<file path="src/rtl/card_pkg.sv">
// Shared card encodings, seven-segment codes and scoring helpers for the
// baccarat datapath.
package card_pkg;

  localparam logic [3:0] NONE  = 4'd0;
  localparam logic [3:0] ACE   = 4'd1;
  localparam logic [3:0] JACK  = 4'd11;
  localparam logic [3:0] QUEEN = 4'd12;
  localparam logic [3:0] KING  = 4'd13;

  // Active-low segment codes, bit order [6:0] = g f e d c b a.
  localparam logic [6:0] SEG_BLANK = 7'b1111111;
  localparam logic [6:0] SEG_ACE   = 7'b0001000;
  localparam logic [6:0] SEG_2     = 7'b0100100;
  localparam logic [6:0] SEG_3     = 7'b0110000;
  localparam logic [6:0] SEG_4     = 7'b0011001;
  localparam logic [6:0] SEG_5     = 7'b0010010;
  localparam logic [6:0] SEG_6     = 7'b0000010;
  localparam logic [6:0] SEG_7     = 7'b1111000;
  localparam logic [6:0] SEG_8     = 7'b0000000;
  localparam logic [6:0] SEG_9     = 7'b0010000;
  localparam logic [6:0] SEG_10    = 7'b1000000;
  localparam logic [6:0] SEG_JACK  = 7'b1100001;
  localparam logic [6:0] SEG_QUEEN = 7'b0011000;
  localparam logic [6:0] SEG_KING  = 7'b0001001;

  // Baccarat points: Ace..9 at face value, tens and court cards worth nothing.
  function automatic logic [3:0] card_points(input logic [3:0] card);
    if (card >= ACE && card <= 4'd9) return card;
    else                             return NONE;
  endfunction

  // Next dealer card in the 1..13 cycle; the step is folded into 0..12
  // first so any integer step stays inside the range.
  function automatic logic [3:0] advance_card(input logic [3:0] card, input int step);
    int n;
    n = ((int'(card) - 1 + (step % 13) + 13) % 13) + 1;
    return 4'(n);
  endfunction

endpackage

</file>
<file path="src/rtl/card7seg.sv">
// Card value to active-low seven-segment pattern; unused codes show blank.
module card7seg
  import card_pkg::*;
(
  input  logic [3:0] card,
  output logic [6:0] seg
);

  always_comb begin
    // NOTE: default assigned before the case so no path can infer a latch.
    seg = SEG_BLANK;
    unique case (card)
      ACE:   seg = SEG_ACE;
      4'd2:  seg = SEG_2;
      4'd3:  seg = SEG_3;
      4'd4:  seg = SEG_4;
      4'd5:  seg = SEG_5;
      4'd6:  seg = SEG_6;
      4'd7:  seg = SEG_7;
      4'd8:  seg = SEG_8;
      4'd9:  seg = SEG_9;
      4'd10: seg = SEG_10;
      JACK:  seg = SEG_JACK;
      QUEEN: seg = SEG_QUEEN;
      KING:  seg = SEG_KING;
      default: seg = SEG_BLANK;
    endcase
  end

endmodule

</file>
<file path="src/rtl/baccarat_datapath.sv">
// Baccarat card datapath: free-running dealer counter, six load-enabled card
// registers, their displays and the two hand scores.
module baccarat_datapath
  import card_pkg::*;
#(
  parameter int CARD_STEP = 2
) (
  input  logic       slow_clock,
  input  logic       resetb,
  input  logic       load_pcard1,
  input  logic       load_pcard2,
  input  logic       load_pcard3,
  input  logic       load_dcard1,
  input  logic       load_dcard2,
  input  logic       load_dcard3,
  output logic [3:0] pcard3_out,
  output logic [3:0] pscore_out,
  output logic [3:0] dscore_out,
  output logic [6:0] HEX0,
  output logic [6:0] HEX1,
  output logic [6:0] HEX2,
  output logic [6:0] HEX3,
  output logic [6:0] HEX4,
  output logic [6:0] HEX5
);

  logic [3:0] new_card;
  logic [3:0] PReg1_out, PReg2_out, PReg3_out;
  logic [3:0] DReg1_out, DReg2_out, DReg3_out;
  logic [4:0] psum, dsum;

  // Every register with its strobe high takes the same card; the counter
  // moves on regardless of strobes.
  always_ff @(posedge slow_clock or posedge resetb) begin
    if (resetb) begin
      // NOTE: sequential state uses non-blocking assignments so all registers
      // sample the pre-edge new_card.
      new_card  <= ACE;
      PReg1_out <= NONE;
      PReg2_out <= NONE;
      PReg3_out <= NONE;
      DReg1_out <= NONE;
      DReg2_out <= NONE;
      DReg3_out <= NONE;
    end else begin
      new_card <= advance_card(new_card, CARD_STEP);
      if (load_pcard1) PReg1_out <= new_card;
      if (load_pcard2) PReg2_out <= new_card;
      if (load_pcard3) PReg3_out <= new_card;
      if (load_dcard1) DReg1_out <= new_card;
      if (load_dcard2) DReg2_out <= new_card;
      if (load_dcard3) DReg3_out <= new_card;
    end
  end

  // Three cards of at most 9 points fit in 5 bits (max 27).
  always_comb begin
    psum = 5'(card_points(PReg1_out)) + 5'(card_points(PReg2_out))
         + 5'(card_points(PReg3_out));
    dsum = 5'(card_points(DReg1_out)) + 5'(card_points(DReg2_out))
         + 5'(card_points(DReg3_out));
  end

  assign pscore_out = 4'(psum % 5'd10);
  assign dscore_out = 4'(dsum % 5'd10);
  assign pcard3_out = PReg3_out;

  card7seg u_hex0 (.card(PReg1_out), .seg(HEX0));
  card7seg u_hex1 (.card(PReg2_out), .seg(HEX1));
  card7seg u_hex2 (.card(PReg3_out), .seg(HEX2));
  card7seg u_hex3 (.card(DReg1_out), .seg(HEX3));
  card7seg u_hex4 (.card(DReg2_out), .seg(HEX4));
  card7seg u_hex5 (.card(DReg3_out), .seg(HEX5));

endmodule

</file>
<file path="config.mk">
export PLATFORM = sky130hd
export DESIGN_NAME = baccarat_datapath
export DESIGN_NICKNAME = d
export VERILOG_FILES = /design/src/rtl/card_pkg.sv /design/src/rtl/card7seg.sv /design/src/rtl/baccarat_datapath.sv
export SDC_FILE = /design/constraint.sdc
export NUM_CORES = 1
export LEC_CHECK = 0
export BUFFER_PORTS_ARGS = -buffer_cell sky130_fd_sc_hd__buf_2
export CAP_MARGIN = 20
export CELL_PAD_IN_SITES_DETAIL_PLACEMENT = 0
export CELL_PAD_IN_SITES_GLOBAL_PLACEMENT = 1
export CORE_MARGIN = 1.5
export CORE_UTILIZATION = 45
export DETAILED_ROUTE_END_ITERATION = 12
export PLACE_DENSITY = 0.89
export SLEW_MARGIN = 20
export SYNTH_ARGS = -nofsm -noshare
export SYNTH_HDL_FRONTEND = slang
export SYNTH_HIERARCHICAL = 1
export SYNTH_SLANG_ARGS = --single-unit
</file>
<file path="constraint.sdc">
create_clock -name slow_clock -period 4.5 [get_ports slow_clock]
set_clock_uncertainty 0.1 [all_clocks]
set_input_delay 0.45 -clock slow_clock [delete_from_list [all_inputs] [get_ports slow_clock]]
set_output_delay 0.45 -clock slow_clock [all_outputs]
set_load 0.03 [all_outputs]
</file>
==> summary.txt, run 1 <==
Floorplanning
  • Starting Density: 47.01%
  • I/O pin total: 62
  • Core Area: 8341 µm²
  • Die Span Y: 96.35 µm
  • Die X: 96.35 µm
  • Site row count: 33
  • Die ar.: 9283 µm²

Global route
  • Gr usage total: 18.06%
  • Vias in the first global route: 3016
  • Largest net degree at the start of global routing: 29
  • Total congestion overflow: 0
  • Antenna violations before repair: 0
  • First-pass GRT wire length: 13680 µm

Critical path
  • R2R Path Start: new_card[0]$_DFF_PP1_
  • Worst reg2reg path depth: 16
  • Crit path max fanout: 4
  • FF-to-FF setup slack: 580 ps
  • CP Class: reg -> out
  • CP endpoint kind: output port
  • Worst setup SP type: register
  • CP Data Arrival Time: 3870 ps
  • Worst r2r dst: new_card[3]$_DFF_PP0_
  • Crit path required time: 3950 ps

Logic synthesis
  • Mapped Cells: 429
  • Netlist cell types: 53
  • Syn_nets: 509
  • Post-synthesis instance area: 3921 µm²
  • FFs w/ async S/R, synth: 100.0%
  • Primary FF master, synth: dfrtp_1
  • Simple-gate portion of the synthesized area: 13.43%
  • Ys Warns: 6
  • Mux contribution to synthesized area: 12.09%
  • Adder-Cell Fraction of Synth Area: 24.89%
  • Flops & latches, synth: 28
  • Largest family of logic cells by synthesized area: adder cells
  • Synth Area per Inst: 9.140 µm²
  • Number of synthesized flops with an enable pin: 0
  • Compound-cell area share of the yosys netlist: 18.83%
  • Xor/xnor share of the synthesized area: 4.563%
  • Seq/Total Area, Yosys: 17.90%

Layout
  • # fillers: 738
  • Nets@finish: 592
  • Area growth syn-to-layout: 19.24%
  • Multi-input logic area: 3008 µm²
  • Fin area: 4676 µm²
  • Fin util: 56.06%
  • Layout cells sized above 1: 36.59%
  • Sequential Area: 709.4 µm²
  • Diode count: 0

STA
  • Actual slew at the worst max-slew pin: 599.8 ps
  • Fin crit share: 98.29%
  • Fmax: 226.1 MHz
  • Max Slew Vio Count: 0
  • WHS: 137.6 ps
  • Relative slew slack: 59.95%
  • Total negative slack: 0 ps
  • Final hold vios: 0
  • RSZ-0062 raised after global routing: yes
  • Final setup violation count: 0
  • Final worst path period need: 4423 ps

Clock network
  • CTS max path bufs: 2
  • Clock buffers created by TritonCTS: 3
  • Clock Tree Root: clkbuf_8
  • # clock sinks: 28
  • Htree depth: 1
  • Clock latency at the later pin of the worst-skew pair: 270 ps
  • Cts hold-fix bufs: 0
  • CTS tree: yes
  • Clk slew on worst S/H paths: 90 ps

Route
  • WL/cell: 13.50 µm
  • ANT nets after route: 0
  • Drt pass-1 iters: 4
  • DRC: 0
  • Initial DRC count: 117
  • Final wirelength: 8315 µm
  • Average vias per placed instance: 5.256
  • Vias: 3238

Place
  • Post-Place Cell Area: 4350 µm²
  • Final Wtd Congestion: 0.8171
  • IO Port Bufs: 61
  • Hpwl dp: 5977 µm

Job
  • Max-cap violation count: 0

Outcome
  • Status: finished, final reports clean

Power
  • Power per Cell Area: 304.3 nW/µm²
  • Peak VDD IR: 0.2300 mV
  • Pleak: 2.278 nW

Worst hold path
  • Hold Path Class: in -> async
## cells in the final DEF, fill, tap and decap left out, types with 3 or more instances in the layout
cell and count:
a21o_1 7, a21oi_1 14, a21oi_2 3, a221oi_2 8
a31oi_1 4, and3_1 4, buf_2 57, buf_4 32
buf_6 5, clkbuf_8 4, dfrtp_1 21, dfrtp_2 6
fa_1 8, ha_1 57, ha_2 5, inv_1 41
inv_2 3, inv_4 4, mux2_2 30, mux2i_1 11
nand2_1 26, nand2b_1 18, nand2b_4 3, nand3_1 6
nor2_1 23, nor2_2 5, nor2b_1 3, nor3b_1 5
nor3b_2 5, o21ai_0 24, o21ai_1 12, o31ai_1 15
xnor2_1 9, xor2_2 4
## where the power goes
part / switching [mW] / leakage [nW] / internal [mW]
Combinational: 0.579 / 1.93 / 0.405
Sequential: 0.0208 / 0.319 / 0.263
Clock: 0.0762 / 0.0288 / 0.0783
## cell usage after synthesis (all sizes together), types with 2 or more instances
| cell type | count | area (µm²) |
|---|---|---|
| a31o | 2 | 17.52 |
| o31a | 2 | 17.52 |
| buf | 15 | 131.4 |
| nand2b | 21 | 131.4 |
| o21ai | 37 | 188.9 |
| nor2b | 3 | 18.77 |
| fa | 10 | 200.2 |
| nand3 | 6 | 30.03 |
| xnor2 | 10 | 95.10 |
| nand2 | 26 | 97.59 |
| a221oi | 9 | 116.4 |
| a31oi | 4 | 25.02 |
| o31ai | 16 | 133.9 |
| dfrtp | 27 | 675.7 |
| a21oi | 17 | 85.08 |
| nor2 | 28 | 105.1 |
| ha | 62 | 775.7 |
| nor3b | 10 | 85.08 |
| mux2 | 30 | 337.8 |
| mux2i | 11 | 110.1 |
| and3 | 4 | 25.02 |
| a211oi | 2 | 20.02 |
| xor2 | 6 | 60.06 |
| inv | 48 | 190.2 |
| a21o | 7 | 52.55 |
| or2 | 3 | 18.77 |
## registers in the layout, indices dropped and copies added (netlist names)
name and cells:
new_card 4, DReg2_out 4, DReg3_out 4, DReg1_out 4, PReg1_out 4, pcard3_out 4, PReg2_out 4
## logic make-up (layout without fill, tap and decap cells)
group	Yosys count	count (layout)
multiplexers	42	42
AO/OA/AOI/OAI	103	103
AND/OR/NAND/NOR	103	103
XOR/XNOR	17	17
buffers and inverters	64	146
adder cells (fa/ha/maj)	72	72
flip-flops	28	28
## per-stage QoR
stage | cells | setup slack (ps) | power, mW
floorplan | 429 | 18.69 | 0.8874
global placement | 596 | 305.8 | 1.049
detailed placement | 596 | 204.0 | 1.069
CTS | 609 | 22.27 | 1.308
global route | 616 | -40.06 | 1.522
finish | 616 | 77.11 | 1.423
## what timing repair did
action                                  4_1_cts  5_1_grt
gates resized for setup                      13       32
pin swaps                                     7       12
buffers inserted                              9        7
endpoints found under the setup margin        5        6
## worst max-delay path: stages (launching register included)
cell and delay [ps]:
dfrtp_1 420, nand2b_4 160, fa_1 530, inv_1 40, ha_2 190, fa_2 640, ha_2 210, nor2_2 40
buf_4 130, buf_4 120, buf_4 120, buf_4 120, buf_4 120, nor2_2 100, nor2_1 90, o31ai_1 320
buf_4 220
## worst max-delay path by stage
stage                               from  cells after the start       endpoint  slack (ps)
6_report        PReg1_out[3]$_DFFE_PP0P_                     16  pscore_out[2]          80
5_1_grt         DReg2_out[3]$_DFFE_PP0P_                     17  dscore_out[1]         -40
3_3_place_gp    DReg3_out[1]$_DFFE_PP0P_                     17  dscore_out[1]         310
2_1_floorplan  pcard3_out[1]$_DFFE_PP0P_                     15  pscore_out[2]          20
4_1_cts         DReg2_out[3]$_DFFE_PP0P_                     17  dscore_out[3]          20
3_5_place_dp    DReg3_out[1]$_DFFE_PP0P_                     17  dscore_out[1]         200
## area by class of cell
cell class / count / share of cell area, %
Multi-Input combinational cell: 337 / 64.33
Inverter: 48 / 4.067
Sequential cell: 28 / 15.17
Clock buffer: 4 / 1.177
Tap cell: 105 / 2.810
Timing Repair Buffer: 94 / 12.44
## layer usage
metal | vias up | GRT usage (%) | routed length, µm
li1 | 1653 | - | -
met3 | 6 | 1.738 | 219
met2 | 41 | 30.52 | 4067
met5 | - | 0 | 0
met1 | 1538 | 25.42 | 3983
met4 | 0 | 2.899 | 46
Power figures use the tool's default switching activity.
==> run 2, diff against run 1 <==
--- a/config.mk
+++ b/config.mk
@@ -5,15 +5,16 @@
 export SDC_FILE = /design/constraint.sdc
 export NUM_CORES = 1
 export LEC_CHECK = 0
+export ABC_AREA = 1
 export BUFFER_PORTS_ARGS = -buffer_cell sky130_fd_sc_hd__buf_2
 export CAP_MARGIN = 20
 export CELL_PAD_IN_SITES_DETAIL_PLACEMENT = 0
 export CELL_PAD_IN_SITES_GLOBAL_PLACEMENT = 1
 export CORE_MARGIN = 1.5
-export CORE_UTILIZATION = 45
+export CORE_UTILIZATION = 42
 export DETAILED_ROUTE_END_ITERATION = 12
 export PLACE_DENSITY = 0.89
-export SLEW_MARGIN = 20
+export SLEW_MARGIN = 25
 export SYNTH_ARGS = -nofsm -noshare
 export SYNTH_HDL_FRONTEND = slang
 export SYNTH_HIERARCHICAL = 1
==> summary.txt, run 2 <==
Outcome
  • Status: finished, final reports clean

Clock network
  • Clock Tree Root: clkbuf_8
  • Clk slew on worst S/H paths: 100 ps
  • CTS tree: yes
  • Clock buffers created by TritonCTS: 3
  • Clock latency at the later pin of the worst-skew pair: 280 ps
  • Htree depth: 1
  • CTS max path bufs: 2
  • Cts hold-fix bufs: 0
  • # clock sinks: 28

Power
  • Sw Pwr: 0.8468 mW
  • Int Pwr: 0.8447 mW
  • Pleak: 2.767 nW
  • Share of total power in combinational logic: 74.5%
  • Clk network pwr share: 9.5%
  • Peak VDD IR: 0.4956 mV
  • Power per Cell Area: 335.4 nW/µm²
  • Sequential share of power: 16.0%
  • Total power: 1.692 mW
  • Sw Share: 50.06%

STA
  • RSZ-0062 raised after global routing: yes
  • Fmax: 225.6 MHz
  • Final setup violation count: 0
  • Actual slew at the worst max-slew pin: 597.3 ps
  • Final setup margin: 66.76 ps
  • Relative slew slack: 60.12%
  • Max Slew Vio Count: 0
  • Fin crit share: 98.52%
  • Final hold vios: 0
  • Total negative slack: 0 ps
  • Final worst path period need: 4433 ps
  • WHS: 127.0 ps

Layout
  • Diode count: 0
  • Most common cell after layout, fill and taps aside: nand2_1
  • Fin area: 5044 µm²
  • Most frequent cells in the layout: nand2_1 (182), nand3_1 (68), inv_1 (67)
  • Layout cells sized above 1: 28.94%
  • Finished Layout Cells: 820
  • Area growth syn-to-layout: 25.69%
  • Nets@finish: 772
  • Fin util: 54.58%

Route
  • Drt pass-1 iters: 4
  • WL/cell: 11.48 µm
  • Final wirelength: 9411 µm
  • DRC: 0
  • Average vias per placed instance: 4.854
  • Initial DRC count: 108
  • ANT nets after route: 0
  • Vias: 3980

Place
  • Hpwl dp: 7324 µm
  • Final Wtd Congestion: 0.8200
  • Post-placement cell count: 799
  • Worst slack, placed: 104.8 ps
  • IO Port Bufs: 61
  • Post-Place Cell Area: 4623 µm²

Logic synthesis
  • Top-count cell post-synth: nand2_1
  • Mapped Cells: 594
  • Primary FF master, synth: dfrtp_1
  • Number of synthesized flops with an enable pin: 0
  • Seq/Total Area, Yosys: 17.49%
  • FFs w/ async S/R, synth: 100.0%
  • Post-synthesis instance area: 4013 µm²
  • Commonest cells post-synth: nand2_1 (188), inv_1 (71), nand3_1 (68)
  • Yosys top cell by area: ha_1
  • Synth top area share: 19.33%
  • Netlist cell types: 33
  • Syn_nets: 674
  • Area contributors post-synth: ha_1 (19%), nand2_1 (18%), dfrtp_1 (17%)
  • Synth Area per Inst: 6.755 µm²
  • Ys Warns: 6
  • Flops & latches, synth: 28

Critical path
  • CP top delay family: adder cells
  • CP endpoint kind: output port
  • Crit path top cell by count: nand2_2
  • CP cell instances: inv_2 > nor3_2 > o21bai_4 > nand2_2 > fa_1 > inv_2 > ha_4 > fa_2 > xnor2_4 > ha_4 > o21ai_2 > xor2_1 > ha_2 > a21oi_1 > nand2_1 > nand2_2 > nand2_2 > xor2_2 > buf_4
  • CP peak stage delay: 560 ps
  • CP Class: reg -> out
  • Crit path max fanout: 4
  • Crit path required time: 3950 ps
  • Bufs and invs on worst path: 3
  • Slowest CP cell: fa_1
  • CP Data Arrival Time: 3880 ps
  • Worst setup SP type: register

Global route
  • Vias in the first global route: 3657
  • Largest net degree at the start of global routing: 29
  • Antenna violations before repair: 0
  • First-pass GRT wire length: 15430 µm
  • Gr usage total: 18.18%
  • Total congestion overflow: 0

Floorplanning
  • Site row count: 35
  • Die ar.: 10150 µm²
  • Die X: 100.7 µm
  • Die Span Y: 100.7 µm
  • Core Area: 9240 µm²
  • I/O pin total: 62
  • Starting Density: 43.43%

Job
  • Max-cap violation count: 0

Worst hold path
  • Hold Path Class: in -> async
run 2: cell count changes after synthesis, sizes merged, moves of 10 or more:
cell | before | now
nand2 | 26 | 204
nand3 | 6 | 73
inv | 48 | 81
mux2 | 30 | 0
nand2b | 21 | 0
o31ai | 16 | 1
o21ai | 37 | 24
a21oi | 17 | 29
mux2i | 11 | 0
nor3b | 10 | 0
run 2: logic make-up (layout without fill, tap and decap cells):
| logic type | after synthesis | after routing | share of synthesized area (%) |
|---|---|---|---|
| fa+ha+maj | 72 | 72 | 24.32 |
| buf+inv | 96 | 193 | 10.73 |
| compound gates | 59 | 59 | 8.887 |
| flops | 28 | 28 | 17.49 |
| simple gates | 327 | 327 | 35.95 |
| xor+xnor | 12 | 12 | 2.619 |
run 2: timing repair:
item,4_1_cts,5_1_grt
buffers inserted,3,14
gates resized for setup,15,46
pin swaps,5,30
endpoints found under the setup margin,6,6
run 2: worst reg2reg max path, stage by stage (launching register included):
cell	delay, ps
dfstp_2	640
inv_2	180
ha_1	380
xnor2_1	320
ha_1	230
inv_1	40
nand3_1	190
nand3_1	110
nand2_1	100
nand2_1	70
inv_1	90
ha_1	170
inv_1	60
or2_2	290
nand3_4	130
nand2_4	90
nand2_1	100
nand2_2	60
nand2_1	80
xor2_1	160
run 2: path summary, 6_finish.rpt:
kind / start / endpoint / slack [ps] / cells past startpoint
max: PReg2_out[3]$_DFFE_PP0P_ / pscore_out[1] / 70 / 19
min reg2reg: new_card[0]$_DFF_PP1_ / new_card[0]$_DFF_PP1_ / 460 / 2
min in group slow_clock: load_pcard2 / PReg2_out[2]$_DFFE_PP0P_ / 320 / 2
max in group asynchronous: resetb / pcard3_out[3]$_DFFE_PP0P_ / 3750 / 2
max reg2reg: new_card[0]$_DFF_PP1_ / new_card[2]$_DFF_PP0_ / 820 / 19
min: resetb / PReg1_out[0]$_DFFE_PP0P_ / 130 / 2
run 2: routing by layer:
metal / share of wire, % / up-vias / track usage [%]
met3: 2.3 / 8 / 0.9015
met4: 0.82 / 0 / 2.817
li1: - / 2065 / -
met5: 0 / - / 0
met1: 43 / 1847 / 22.18
met2: 53 / 60 / 35.50
run 2: final cells by class:
class	count	area [µm²]
multi-input combinational	470	3114
fill	915	4197
tap	129	161.4
timing repair buffer	108	688.2
inverter	81	319.1
clock buffer	4	55.05
sequential	28	705.7
run 2: power by group through the flow:
stage / combinational, mW / clock [mW] / sequential (mW)
after floorplan: 0.745 / 0 / 0.291
after global placement: 0.998 / 0 / 0.274
after detailed placement: 1.02 / 0 / 0.274
after CTS: 1.10 / 0.162 / 0.269
after global routing: 1.37 / 0.169 / 0.272
final: 1.26 / 0.161 / 0.271
==> run 3, diff against run 2 <==
--- a/config.mk
+++ b/config.mk
@@ -11,9 +11,9 @@
 export CELL_PAD_IN_SITES_DETAIL_PLACEMENT = 0
 export CELL_PAD_IN_SITES_GLOBAL_PLACEMENT = 1
 export CORE_MARGIN = 1.5
-export CORE_UTILIZATION = 42
+export CORE_UTILIZATION = 45
 export DETAILED_ROUTE_END_ITERATION = 12
-export PLACE_DENSITY = 0.89
+export PLACE_DENSITY = 0.94
 export SLEW_MARGIN = 25
 export SYNTH_ARGS = -nofsm -noshare
 export SYNTH_HDL_FRONTEND = slang
==> constraint.sdc (replaced) <==
create_clock -name slow_clock -period 5.5 [get_ports slow_clock]
set_clock_uncertainty 0.1 [all_clocks]
set_input_delay 0.55 -clock slow_clock [delete_from_list [all_inputs] [get_ports slow_clock]]
set_output_delay 0.55 -clock slow_clock [all_outputs]
set_load 0.03 [all_outputs]
==> summary.txt, run 3 (synthesized netlist as in run 2, its figures left out) <==
STA
  • Actual slew at the worst max-slew pin: 590.1 ps
  • Total negative slack: 0 ps
  • Fmax: 194.5 MHz
  • Max Slew Vio Count: 0
  • Final setup violation count: 0
  • RSZ-0062 raised after global routing: no
  • Final worst path period need: 5141 ps
  • Final hold vios: 0
  • Fin crit share: 93.48%
  • Relative slew slack: 60.61%

Clock network
  • # clock sinks: 28
  • Clock Tree Root: clkbuf_8
  • CTS tree: yes
  • CTS max path bufs: 2
  • Clock buffers created by TritonCTS: 3
  • Htree depth: 1
  • Clk slew on worst S/H paths: 90 ps
  • Clock latency at the later pin of the worst-skew pair: 260 ps
  • Post-CTS Setup Bufs: 0
  • Cts hold-fix bufs: 0

Critical path
  • Worst reg2reg path depth: 21
  • CP Data Arrival Time: 4490 ps
  • Worst r2r dst: new_card[3]$_DFF_PP0_
  • Crit path required time: 4850 ps
  • Crit path max fanout: 10
  • Worst setup SP type: register
  • Crit path from: PReg2_out[3]$_DFFE_PP0P_
  • CP endpoint kind: output port
  • CP Class: reg -> out
  • R2R Path Start: new_card[0]$_DFF_PP1_
  • FF-to-FF setup slack: 1900 ps

Route
  • WL/cell: 11.14 µm
  • Final wirelength: 8398 µm
  • Initial DRC count: 149
  • ANT nets after route: 0
  • DRC: 0
  • Drt pass-1 iters: 4
  • Vias: 3712
  • Average vias per placed instance: 4.923

Floorplanning
  • Die Span Y: 97.43 µm
  • Site row count: 34
  • Die ar.: 9493 µm²
  • Core Area: 8678 µm²
  • Die X: 97.43 µm
  • Starting Density: 46.24%
  • I/O pin total: 62

Place
  • IO Port Bufs: 61
  • Hpwl dp: 6523 µm
  • Post-Place Cell Area: 4357 µm²
  • Final Wtd Congestion: 0.8027

Power
  • Peak VDD IR: 0.5006 mV
  • Power per Cell Area: 247.3 nW/µm²
  • Pleak: 2.504 nW
  • Total power: 1.093 mW

Layout
  • Most frequent cells in the layout: nand2_1 (188), inv_1 (70), nand3_1 (68)
  • Diode count: 0
  • Layout cells sized above 1: 18.27%
  • Fin util: 50.91%
  • Fin area: 4418 µm²
  • Most common cell after layout, fill and taps aside: nand2_1
  • Nets@finish: 727
  • Area growth syn-to-layout: 10.10%

Global route
  • Antenna violations before repair: 0
  • Gr usage total: 17.68%
  • Vias in the first global route: 3393
  • First-pass GRT wire length: 14520 µm
  • Largest net degree at the start of global routing: 29
  • Total congestion overflow: 0

Job
  • Max-cap violation count: 0

Outcome
  • Status: finished, final reports clean

Worst hold path
  • Hold Path Class: in -> async
==> run 3: power by group <==
group	switching (mW)	internal [mW]	leakage, nW
combinational	0.507	0.232	2.17
sequential	0.0269	0.215	0.313
clock	0.0598	0.0518	0.0228
total	0.594	0.499	2.50
==> run 3: worst max-delay path: stages (launching register included) <==
cell      delay [ps]
dfrtp_1          550
inv_1            130
nor3_2           230
o21bai_1         170
nand2_1          110
fa_1             510
inv_1             40
ha_1             210
fa_1             380
xnor2_1          190
ha_1             240
o21ai_1          240
xor2_1           310
ha_1             210
a21oi_1           40
nand2_1           70
nand2_1           60
a21oi_1          160
xor2_1           150
buf_2            210
==> run 3: metal layers <==
layer  part of all wire, %  vias up  global-route usage, %
li1                      -     1978                      -
met1                    47     1669                  23.50
met2                    49       63                  31.84
met3                   3.7        2                  1.799
met4                  0.27        0                  2.198
met5                     0        -                      0
==> run 3: worst max path at each step <==
stage	depth (start not counted)	to
6_report	19	pscore_out[3]
5_1_grt	19	dscore_out[3]
4_1_cts	19	pscore_out[3]
3_5_place_dp	19	pscore_out[3]
3_3_place_gp	19	pscore_out[3]
2_1_floorplan	18	pscore_out[2]
==> run 3: area by class of cell <==
class	count	area, µm²
fill	857	4260
multi-input combinational	470	2890
sequential	28	708.2
timing repair buffer	63	320.3
inverter	81	319.1
tap	108	135.1
clock buffer	4	45.04
==> run 3: repair_timing <==
action	in CTS	in global routing
endpoints found under the setup margin	0	6
resized for setup	0	9
hold endpoints to repair	0	0
==> run 3: per-stage QoR <==
stage               worst slack, ps  std cells  hold slack [ps]
floorplan                     467.6        594            418.2
global placement              594.4        750            439.1
detailed placement            446.3        750            440.5
CTS                           124.5        754            260.8
global route                  46.08        754            277.7
finish                        358.8        754            239.4
